===== src/rtl/cursor_accel.sv =====
// cursor_accel: five-button cursor with press / hold-delay / auto-repeat / accelerate
// motion on X and Y, plus a rate-limited fire strobe carrying the latched position.
// Optional build macro: CURSOR_WRAP_EN (coordinates wrap at the bounds instead of saturating).
module cursor_accel #(
    parameter int unsigned OUTWIDTH      = 8,
    parameter int unsigned STEP          = 5,
    parameter int unsigned FAST_STEP     = 10,
    parameter int unsigned XMIN          = 10,
    parameter int unsigned XMAX          = 245,
    parameter int unsigned YMIN          = 10,
    parameter int unsigned YMAX          = 245,
    parameter int unsigned XINIT         = 128,
    parameter int unsigned YINIT         = 128,
    parameter int unsigned HOLD_TICKS    = 20,
    parameter int unsigned REPEAT_TICKS  = 6,
    parameter int unsigned FAST_AFTER    = 8,
    parameter int unsigned FIRE_COOLDOWN = 30
) (
    input  logic                i_clk,
    input  logic                i_rst,
    input  logic                i_tick,
    input  logic                i_btnR,
    input  logic                i_btnL,
    input  logic                i_btnU,
    input  logic                i_btnD,
    input  logic                i_btnC,
    output logic [OUTWIDTH-1:0] o_xcursor,
    output logic [OUTWIDTH-1:0] o_ycursor,
    output logic                o_fire,
    output logic [OUTWIDTH-1:0] o_fire_x,
    output logic [OUTWIDTH-1:0] o_fire_y,
    output logic                o_moving
);

    localparam int unsigned PW      = OUTWIDTH + 1;
    localparam int unsigned CNT_MAX = (HOLD_TICKS > REPEAT_TICKS) ? HOLD_TICKS : REPEAT_TICKS;
    localparam int unsigned CNT_W   = $clog2(CNT_MAX + 2);
    localparam int unsigned REP_W   = $clog2(FAST_AFTER + 2);
    localparam int unsigned CD_W    = $clog2(FIRE_COOLDOWN + 2);

    typedef enum logic [1:0] {StIdle, StHold, StRepeat} state_t;

    // One bounded move, evaluated one bit wider than the coordinate so pos+step cannot overflow.
    function automatic logic [OUTWIDTH-1:0] f_step(
        input logic [OUTWIDTH-1:0] pos,
        input logic                up,
        input logic [PW-1:0]       amt,
        input logic [PW-1:0]       lo,
        input logic [PW-1:0]       hi
    );
        logic [PW-1:0] w_p;
        logic [PW-1:0] w_r;
        w_p = {1'b0, pos};
        if (up) begin
            if (w_p + amt > hi) begin
`ifdef CURSOR_WRAP_EN
                w_r = lo;
`else
                w_r = hi;
`endif
            end else begin
                w_r = w_p + amt;
            end
        end else begin
            if (w_p < lo + amt) begin
`ifdef CURSOR_WRAP_EN
                w_r = hi;
`else
                w_r = lo;
`endif
            end else begin
                w_r = w_p - amt;
            end
        end
        return w_r[OUTWIDTH-1:0];
    endfunction

    // Index 0 is X (R = +, L = -), index 1 is Y (D = +, U = -).
    logic [1:0]            w_inc_btn;
    logic [1:0]            w_dec_btn;
    logic [2*OUTWIDTH-1:0] w_pos_flat;
    logic [1:0]            w_busy;

    assign w_inc_btn = {i_btnD, i_btnR};
    assign w_dec_btn = {i_btnU, i_btnL};

    for (genvar a = 0; a < 2; a++) begin : g_axis
        localparam logic [PW-1:0]       LO   = (a == 0) ? PW'(XMIN) : PW'(YMIN);
        localparam logic [PW-1:0]       HI   = (a == 0) ? PW'(XMAX) : PW'(YMAX);
        localparam logic [OUTWIDTH-1:0] INIT = (a == 0) ? OUTWIDTH'(XINIT) : OUTWIDTH'(YINIT);

        state_t              r_state;
        logic [CNT_W-1:0]    r_cnt;
        logic [REP_W-1:0]    r_rep;
        logic                r_dir;
        logic [OUTWIDTH-1:0] r_pos;
        logic                w_req;
        logic                w_req_up;
        logic                w_same;
        logic [PW-1:0]       w_rep_amt;

        // Decode the request and whether it continues the latched direction.
        always_comb begin
            w_req     = w_inc_btn[a] ^ w_dec_btn[a];
            w_req_up  = w_inc_btn[a];
            w_same    = w_req && (w_req_up == r_dir);
            w_rep_amt = (r_rep >= REP_W'(FAST_AFTER)) ? PW'(FAST_STEP) : PW'(STEP);
        end

        // Axis FSM: advances only on tick cycles; any release or reversal drops back to idle.
        always_ff @(posedge i_clk) begin
            if (i_rst) begin
                r_state <= StIdle;
                r_cnt   <= '0;
                r_rep   <= '0;
                r_dir   <= 1'b0;
                r_pos   <= INIT;
            end else if (i_tick) begin
                unique case (r_state)
                    StIdle: begin
                        if (w_req) begin
                            r_pos   <= f_step(r_pos, w_req_up, PW'(STEP), LO, HI);
                            r_dir   <= w_req_up;
                            r_cnt   <= '0;
                            r_state <= StHold;
                        end
                    end
                    StHold: begin
                        if (!w_same) begin
                            r_state <= StIdle;
                        end else if (r_cnt == CNT_W'(HOLD_TICKS - 1)) begin
                            r_pos   <= f_step(r_pos, r_dir, PW'(STEP), LO, HI);
                            r_cnt   <= '0;
                            r_rep   <= '0;
                            r_state <= StRepeat;
                        end else begin
                            r_cnt <= r_cnt + 1'b1;
                        end
                    end
                    StRepeat: begin
                        if (!w_same) begin
                            r_state <= StIdle;
                        end else if (r_cnt == CNT_W'(REPEAT_TICKS - 1)) begin
                            r_pos <= f_step(r_pos, r_dir, w_rep_amt, LO, HI);
                            r_cnt <= '0;
                            if (r_rep < REP_W'(FAST_AFTER)) begin
                                r_rep <= r_rep + 1'b1;
                            end
                        end else begin
                            r_cnt <= r_cnt + 1'b1;
                        end
                    end
                    default: r_state <= StIdle;
                endcase
            end
        end

        assign w_pos_flat[a*OUTWIDTH +: OUTWIDTH] = r_pos;
        assign w_busy[a]                          = (r_state != StIdle);
    end

    logic                r_btnc_q;
    logic                r_fire;
    logic [OUTWIDTH-1:0] r_fire_x;
    logic [OUTWIDTH-1:0] r_fire_y;
    logic [CD_W-1:0]     r_cool;
    logic                w_fire_go;

    // Rising edge of btnC fires only once the cooldown has drained; edges during cooldown are lost.
    assign w_fire_go = i_btnC & ~r_btnc_q & (r_cool == '0);

    // Fire strobe, position capture (pre-move values) and tick-paced cooldown.
    always_ff @(posedge i_clk) begin
        if (i_rst) begin
            r_btnc_q <= 1'b1;  // a button held through reset must not fire
            r_fire   <= 1'b0;
            r_fire_x <= '0;
            r_fire_y <= '0;
            r_cool   <= '0;
        end else begin
            r_btnc_q <= i_btnC;
            if (w_fire_go) begin
                r_fire   <= 1'b1;
                r_fire_x <= w_pos_flat[0 +: OUTWIDTH];
                r_fire_y <= w_pos_flat[OUTWIDTH +: OUTWIDTH];
                r_cool   <= CD_W'(FIRE_COOLDOWN);
            end else begin
                r_fire <= 1'b0;
                if (i_tick && (r_cool != '0)) begin
                    r_cool <= r_cool - 1'b1;
                end
            end
        end
    end

    assign o_xcursor = w_pos_flat[0 +: OUTWIDTH];
    assign o_ycursor = w_pos_flat[OUTWIDTH +: OUTWIDTH];
    assign o_fire    = r_fire;
    assign o_fire_x  = r_fire_x;
    assign o_fire_y  = r_fire_y;
    assign o_moving  = |w_busy;

endmodule


===== config.mk =====
export PLATFORM = sky130hd
export DESIGN_NAME = cursor_accel
export DESIGN_NICKNAME = d
export VERILOG_FILES = /design/src/rtl/cursor_accel.sv
export SDC_FILE = /design/constraint.sdc
export NUM_CORES = 1
export LEC_CHECK = 0
export ABC_AREA = 1
export BUFFER_PORTS_ARGS = -buffer_cell sky130_fd_sc_hd__buf_4
export CAP_MARGIN = 20
export CORE_ASPECT_RATIO = 1.4
export CORE_MARGIN = 3
export CORE_UTILIZATION = 55
export CTS_BUF_LIST = sky130_fd_sc_hd__clkbuf_16
export CTS_CLUSTER_DIAMETER = 40
export DETAILED_ROUTE_END_ITERATION = 6
export HOLD_SLACK_MARGIN = 0.12
export PLACE_DENSITY = 0.75
export SLEW_MARGIN = 20
export SYNTH_ARGS = -nofsm -noshare
export SYNTH_HDL_FRONTEND = slang
export SYNTH_SLANG_ARGS = --single-unit
export TNS_END_PERCENT = 100

===== constraint.sdc =====
create_clock -name i_clk -period 3.7 [get_ports i_clk]
set_clock_uncertainty 0.05 [all_clocks]
set_input_delay 0.37 -clock i_clk [delete_from_list [all_inputs] [get_ports i_clk]]
set_output_delay 0.37 -clock i_clk [all_outputs]
set_load 0.005 [all_outputs]

## After elaboration in Yosys (flattened, before gate mapping)

Index checks and enable logic that the tools add are counted.
W data, S select, Z words.

- Multiplexer cells: 65
- $lt $le $gt $ge: 12
- Equality and inequality tests: 26
- Reduce and logical (&&, ||, !) cells: 26
- $add $sub $neg: 15
- Bitwise gates (word level): 5

Operators with widths:

| operator | number |
|---|---|
| $mux W8 | 24 |
| $mux W5 | 12 |
| $mux W4 | 12 |
| $pmux W8 S3 | 2 |
| $gt A9 B8 Y1 const B | 4 |
| $pmux W5 S3 | 2 |
| $ne A2 B2 Y1 const B | 14 |
| $reduce_and A7 Y1 | 4 |
| $add A8 B3 Y9 const B | 2 |
| $add A8 B4 Y9 | 2 |
| $lt A8 B4 Y1 const B | 2 |
| $lt A8 B5 Y1 | 2 |
| $mux W2 | 8 |
| $pmux W4 S2 | 2 |
| $sub A8 B3 Y8 const B | 2 |
| $sub A8 B4 Y8 | 2 |
| $pmux W2 S3 | 2 |
| $add A4 B4 Y5 const A | 2 |
| $add A5 B1 Y5 const B | 2 |
| $eq A5 B3 Y1 const B | 2 |
| $eq A5 B5 Y1 const B | 2 |
| $reduce_and A5 Y1 | 2 |
| $reduce_bool A2 Y1 | 5 |
| $add A4 B1 Y4 const B | 2 |
| 19 further kinds | 34 |

- Output and inout bits: 34
- Bits in registers: 63
- Word-level logic and storage cells: 165

## Depth between registers and ports, before layout

- Depth after elaboration: 9
- Depth in mapped cells: 19
- Mapped depth without buffers: 19

## Least setup slack after synthesis

No wires, ideal clock.

- Path type: register -> register
- Start point: reg g_axis[1].r_rep[3]
- End point: reg g_axis[1].r_pos[4], in the netlist o_ycursor[4]
- Library setup time: 0.070 ns
- Stages on the path, launching flop included: 16
- Data arrival time: 2.261 ns
- Setup slack: 1.319 ns
- Data required time: 3.580 ns
- Path buffers: 0
- Clock period less this slack: 2.381 ns
- Cells stage by stage: dfxtp_1 -> inv_1 -> ha_1 -> fa_1 -> or2_2 -> nand2_1 -> nand2_1 -> nand2_1 -> inv_1 -> nor2_1 -> a21oi_1 -> o21ai_0 -> nand3_1 -> nand2_1 -> nand2_1 -> a21oi_1

- Cells in the longest elaborated chain, start to end: 9

Ends and longest elaborated chain:

| what | line | text |
|---|---|---|
| start: declaration | 94 | `logic [REP_W-1:0] r_rep;` |
| start signal: assignment | 147 | `r_rep <= r_rep + 1'b1;` |
| $ge A4 B4 Y1 (*) | 107 | `w_rep_amt = (r_rep >= REP_W'(FAST_AFTER)) ? PW'(FAST_STEP) : PW'(STEP);` |
| $mux W4 (*) | 107 |  |
| $add A8 B4 Y9 / $add A4 B4 Y5 (equally long branches) | 62, 65 |  |
| $gt A9 B8 Y1 / $lt A8 B5 Y1 (equally long branches) | 55, 65 |  |
| $mux W8, on equally long branches | 55, 65 |  |
| $mux W8 (*) | 54 | `if (up) begin` |
| $mux W8 (*) | 143 | `end else if (r_cnt == CNT_W'(REPEAT_TICKS - 1)) begin` |
| $mux W8 (*) | 141 | `if (!w_same) begin` |
| $pmux W8 S3 (*) | 119 | `unique case (r_state)` |
| end signal: assignment | 122 | `r_pos <= f_step(r_pos, w_req_up, PW'(STEP), LO, HI);` |
| end signal: assignment | 132 | `r_pos <= f_step(r_pos, r_dir, PW'(STEP), LO, HI);` |
| end signal: assignment | 144 | `r_pos <= f_step(r_pos, r_dir, w_rep_amt, LO, HI);` |
| end: declaration | 96 | `logic [OUTWIDTH-1:0] r_pos;` |

Mark *: on every way between the ends. The rest lies on a longest branch, timed or not. The select of a mux whose other input is x is not followed.
A chain may end at the register's enable or synchronous reset.

## Worst setup path in the final report

Ends and elaborated chain as after synthesis.

==> key figures <==
Yosys
  – Area of the mapped netlist: 5480 um2
  – Portion of the post-synthesis area used by sequential elements: 23.01%
  – Avg Synthesized Cell Area: 6.228 um2
  – Post-synth net total: 933
  – Number of library cell types mapped by synthesis: 47
  – Post-synth ARST share: 0%
  – Post-synth EDFFs: 0
  – Count of synthesis-stage warnings from yosys: 0
  – Dominant synthesized flop cell: dfxtp_1
  – Flop and latch count out of synthesis: 63
  – Cells after Synth: 880

STA
  – Hold Slack: 0.1847 ns
  – Hold violation total from the final report: 0
  – Smallest setup slack after layout: 0.6060 ns
  – Worst slew pin tran: 0.6445 ns
  – Unrepaired setup endpoints after global routing: no
  – Setup TNS: 0 ns
  – Worst-case headroom to the max-slew limit: 56.97%
  – Period utilisation layout: 83.62%
  – Highest clock rate: 0.3232 GHz
  – Setup Viol. Count Final: 0
  – Max Slew Vio Count: 0
  – Clock period minus final worst setup slack: 3.094 ns

Critical path
  – Critical path launch point type: flip-flop
  – Cell breakdown of the critical path: inv_1 -> ha_1 -> fa_1 -> or2_2 -> nand2_1 -> nand2_1 -> nand2_1 -> inv_1 -> nor2_1 -> a21oi_1 -> o21ai_0 -> nand3_1 -> nand2_1 -> nand2_1 -> a21oi_1
  – WP data required: 3.92 ns
  – CP Capture Point: o_ycursor[4]
  – Bufs and invs on worst path: 2
  – Critical Path Most Common Cell: nand2_1
  – Worst path slowest cell: dfxtp_1
  – Launch instance of the worst register-to-register path: g_axis[1].r_rep[3]
  – Worst R2R Path Depth: 15
  – Crit path arrival time: 3.31 ns
  – Terminus of the critical flop-to-flop path: o_ycursor[4]
  – Top fanout value on the critical path: 9
  – Reg2reg setup slack: 0.61 ns
  – Delay-heaviest family, CP: simple AND/OR/NAND/NOR gates
  – Crit Path Category: reg -> reg
  – Crit path largest cell delay: 0.53 ns
  – WP depth: 15
  – Endpoint class of the critical path: flip-flop
  – Source of the critical timing path: g_axis[1].r_rep[3]

Run status
  – Outcome: finished clean

Clocking
  – CTS tree: built
  – Num CTS Buffers: 9
  – Hold bufs inserted after CTS: 0
  – Clock buffer depth: 2
  – Post-CTS setup-driven buffer insertion count: 0
  – Post-CTS resize count: 0
  – CTS Sinks: 63
  – Max H-tree Level: 3
  – CTS clk-pin slew, worst paths: 0.05 ns
  – Clock Tree Root: clkbuf_16
  – Clk_lat worst skew: 0.34 ns

Drt
  – DRC violations left: 0
  – First-iteration detailed-routing DRC count: 388
  – Vias after detailed routing: 6055
  – DR vias/cell: 5.800
  – DR WL met2: 8913 um
  – Amount of wire on met3 after detailed routing: 951 um
  – Number of antenna-violating nets in the routed design: 0
  – Wire length on met1: 6466 um
  – Uppermost routed layer: met4
  – Total wire length after detailed routing: 17240 um
  – Wire length per cell after detailed routing: 16.51 um
  – Number of search-and-repair iterations in the first detailed-routing pass: 5

Power and ir drop
  – Worst supply voltage drop on vdd: 238.3 uV
  – Leakage power: 0.002891 uW
  – Power density relative to cell area: 472.9 nW/um2

Floorplan
  – Core outline area: 9564 um2
  – Starting density of the core: 57.30%
  – X dimension of the die: 90.37 um
  – Number of placement rows: 42
  – IO Pins: 42
  – Die outline area: 11220 um2
  – DIE HEIGHT: 124.1 um

Hold path
  – Critical hold path startpoint: i_btnC
  – HP Class: in -> reg
  – Cell depth of the worst hold path: 3

Flow run
  – Max Cap Violations: 0

Placement
  – Area after DPL: 5861 um2
  – Number of I/O port buffers: 41
  – Detailed placement HPWL: 13050 um
  – GPL Wtd Cong: 1.068
  – Worst setup slack after placement: 0.6949 ns

Final layout
  – Most common library cell in the layout ignoring fill and taps: nand2_1
  – Number of nets in the finished design: 961
  – Diode count: 0
  – Share of final-layout standard cells stronger than drive strength 1: 9.430%
  – Area growth from synthesis to final layout: 12.01%
  – Final design area excluding fillers: 6138 um2
  – Most frequent cells in the layout: nand2_1 (212), nand3_1 (100), inv_1 (99)
  – Count of filler cells inserted in the layout: 911

Global routing
  – Pin count of the biggest net entering global routing: 27
  – Overall routing resource usage: 31.68%
  – Wire length of the first global-routing pass: 28440 um
  – Total congestion overflow after global routing: 0
  – Number of global-route vias before repair: 5967
  – Initial antenna violation count: 0
==> worst reg2reg max path, delay by kind of cell, from the launching register on <==
family,cells,cell delay [ns]
fa+ha+maj,2,0.75
flops,1,0.53
buf+inv,2,0.40
simple gates,8,0.94
compound gates,3,0.35
==> worst min path at each step <==
stage	slack, ns	to
after global placement	0.42	r_cool[4]
after detailed placement	0.42	r_cool[0]
final	0.18	r_btnc_q
after CTS	0.18	r_btnc_q
after global routing	0.19	r_btnc_q
after floorplan	0.40	r_cool[0]
==> report_power, final <==
group          internal [uW]  switching (uW)
clock                    509             308
sequential               750             119
combinational            435             781
total                   1690            1210
==> cells in the mapped netlist (2+ instances only) <==
| cell type | instances | share of area [%] |
|---|---|---|
| o21ai_0 | 77 | 7.0 |
| fa_1 | 6 | 2.2 |
| inv_1 | 99 | 6.8 |
| clkbuf_1 | 19 | 1.3 |
| o211ai_1 | 3 | 0.41 |
| dfxtp_1 | 63 | 23 |
| nand4_1 | 16 | 1.8 |
| nand3b_1 | 4 | 0.55 |
| ha_1 | 39 | 8.9 |
| inv_4 | 2 | 0.23 |
| o21bai_1 | 2 | 0.27 |
| xnor2_1 | 3 | 0.48 |
| o31ai_1 | 2 | 0.27 |
| o211a_1 | 2 | 0.37 |
| a21oi_1 | 83 | 7.6 |
| nor3b_1 | 4 | 0.55 |
| nand2_1 | 212 | 15 |
| nor3_1 | 8 | 0.73 |
| buf_6 | 2 | 0.41 |
| a211oi_1 | 3 | 0.41 |
| xor2_1 | 15 | 2.4 |
| buf_1 | 3 | 0.21 |
| nor2_1 | 70 | 4.8 |
| nand3_1 | 100 | 9.1 |
| or2_2 | 8 | 0.91 |
| inv_2 | 6 | 0.41 |
| buf_2 | 5 | 0.46 |
| a31oi_1 | 4 | 0.46 |
| a21oi_2 | 2 | 0.32 |
==> per-stage QoR <==
step / cells / util (%) / power, uW
6_report: 1044 / 64.18 / 2903
5_1_grt: 1044 / 64.18 / 3102
4_1_cts: 1044 / 64.18 / 2887
3_5_place_dp: 1029 / 61.28 / 2068
3_3_place_gp: 1029 / 61.28 / 2034
2_1_floorplan: 880 / - / 1726
==> cell families after synthesis <==
logic type	synth area share (%)
AOI/OAI and AO/OA	18.24
and+or+nand+nor	34.91
DFF	23.01
xor gates and xnor gates	2.877
buffers and inverters	9.863
adders and majority gates	11.10
==> final cells by class <==
| type | count | area [um2] | area share, % |
|---|---|---|---|
| repair buffers | 46 | 345.3 | 5.626 |
| clock inverters | 6 | 52.55 | 0.8561 |
| flip-flops and latches | 63 | 1261 | 20.55 |
| multi-input cells | 680 | 3679 | 59.93 |
| inverters | 108 | 410.4 | 6.686 |
| well taps | 132 | 165.2 | 2.691 |
| clock buffers | 9 | 225.2 | 3.669 |
==> per-layer routing <==
layer / track usage (%) / vias up
li1: - / 2959
met1: 33.26 / 2758
met2: 58.91 / 257
met3: 5.015 / 81
met4: 20.69 / 0
met5: 0 / -
==> sequential cells by signal, summed over array words and instances (netlist names) <==
name and count:
o_fire_x 8, g_axis.r_rep 8, o_ycursor 8, g_axis.r_state 4, r_cool 5, r_btnc_q 1
o_fire_y 8, g_axis.r_cnt 10, o_xcursor 8, o_fire 1, g_axis.r_dir 2
(Power assumes the default switching activity.)
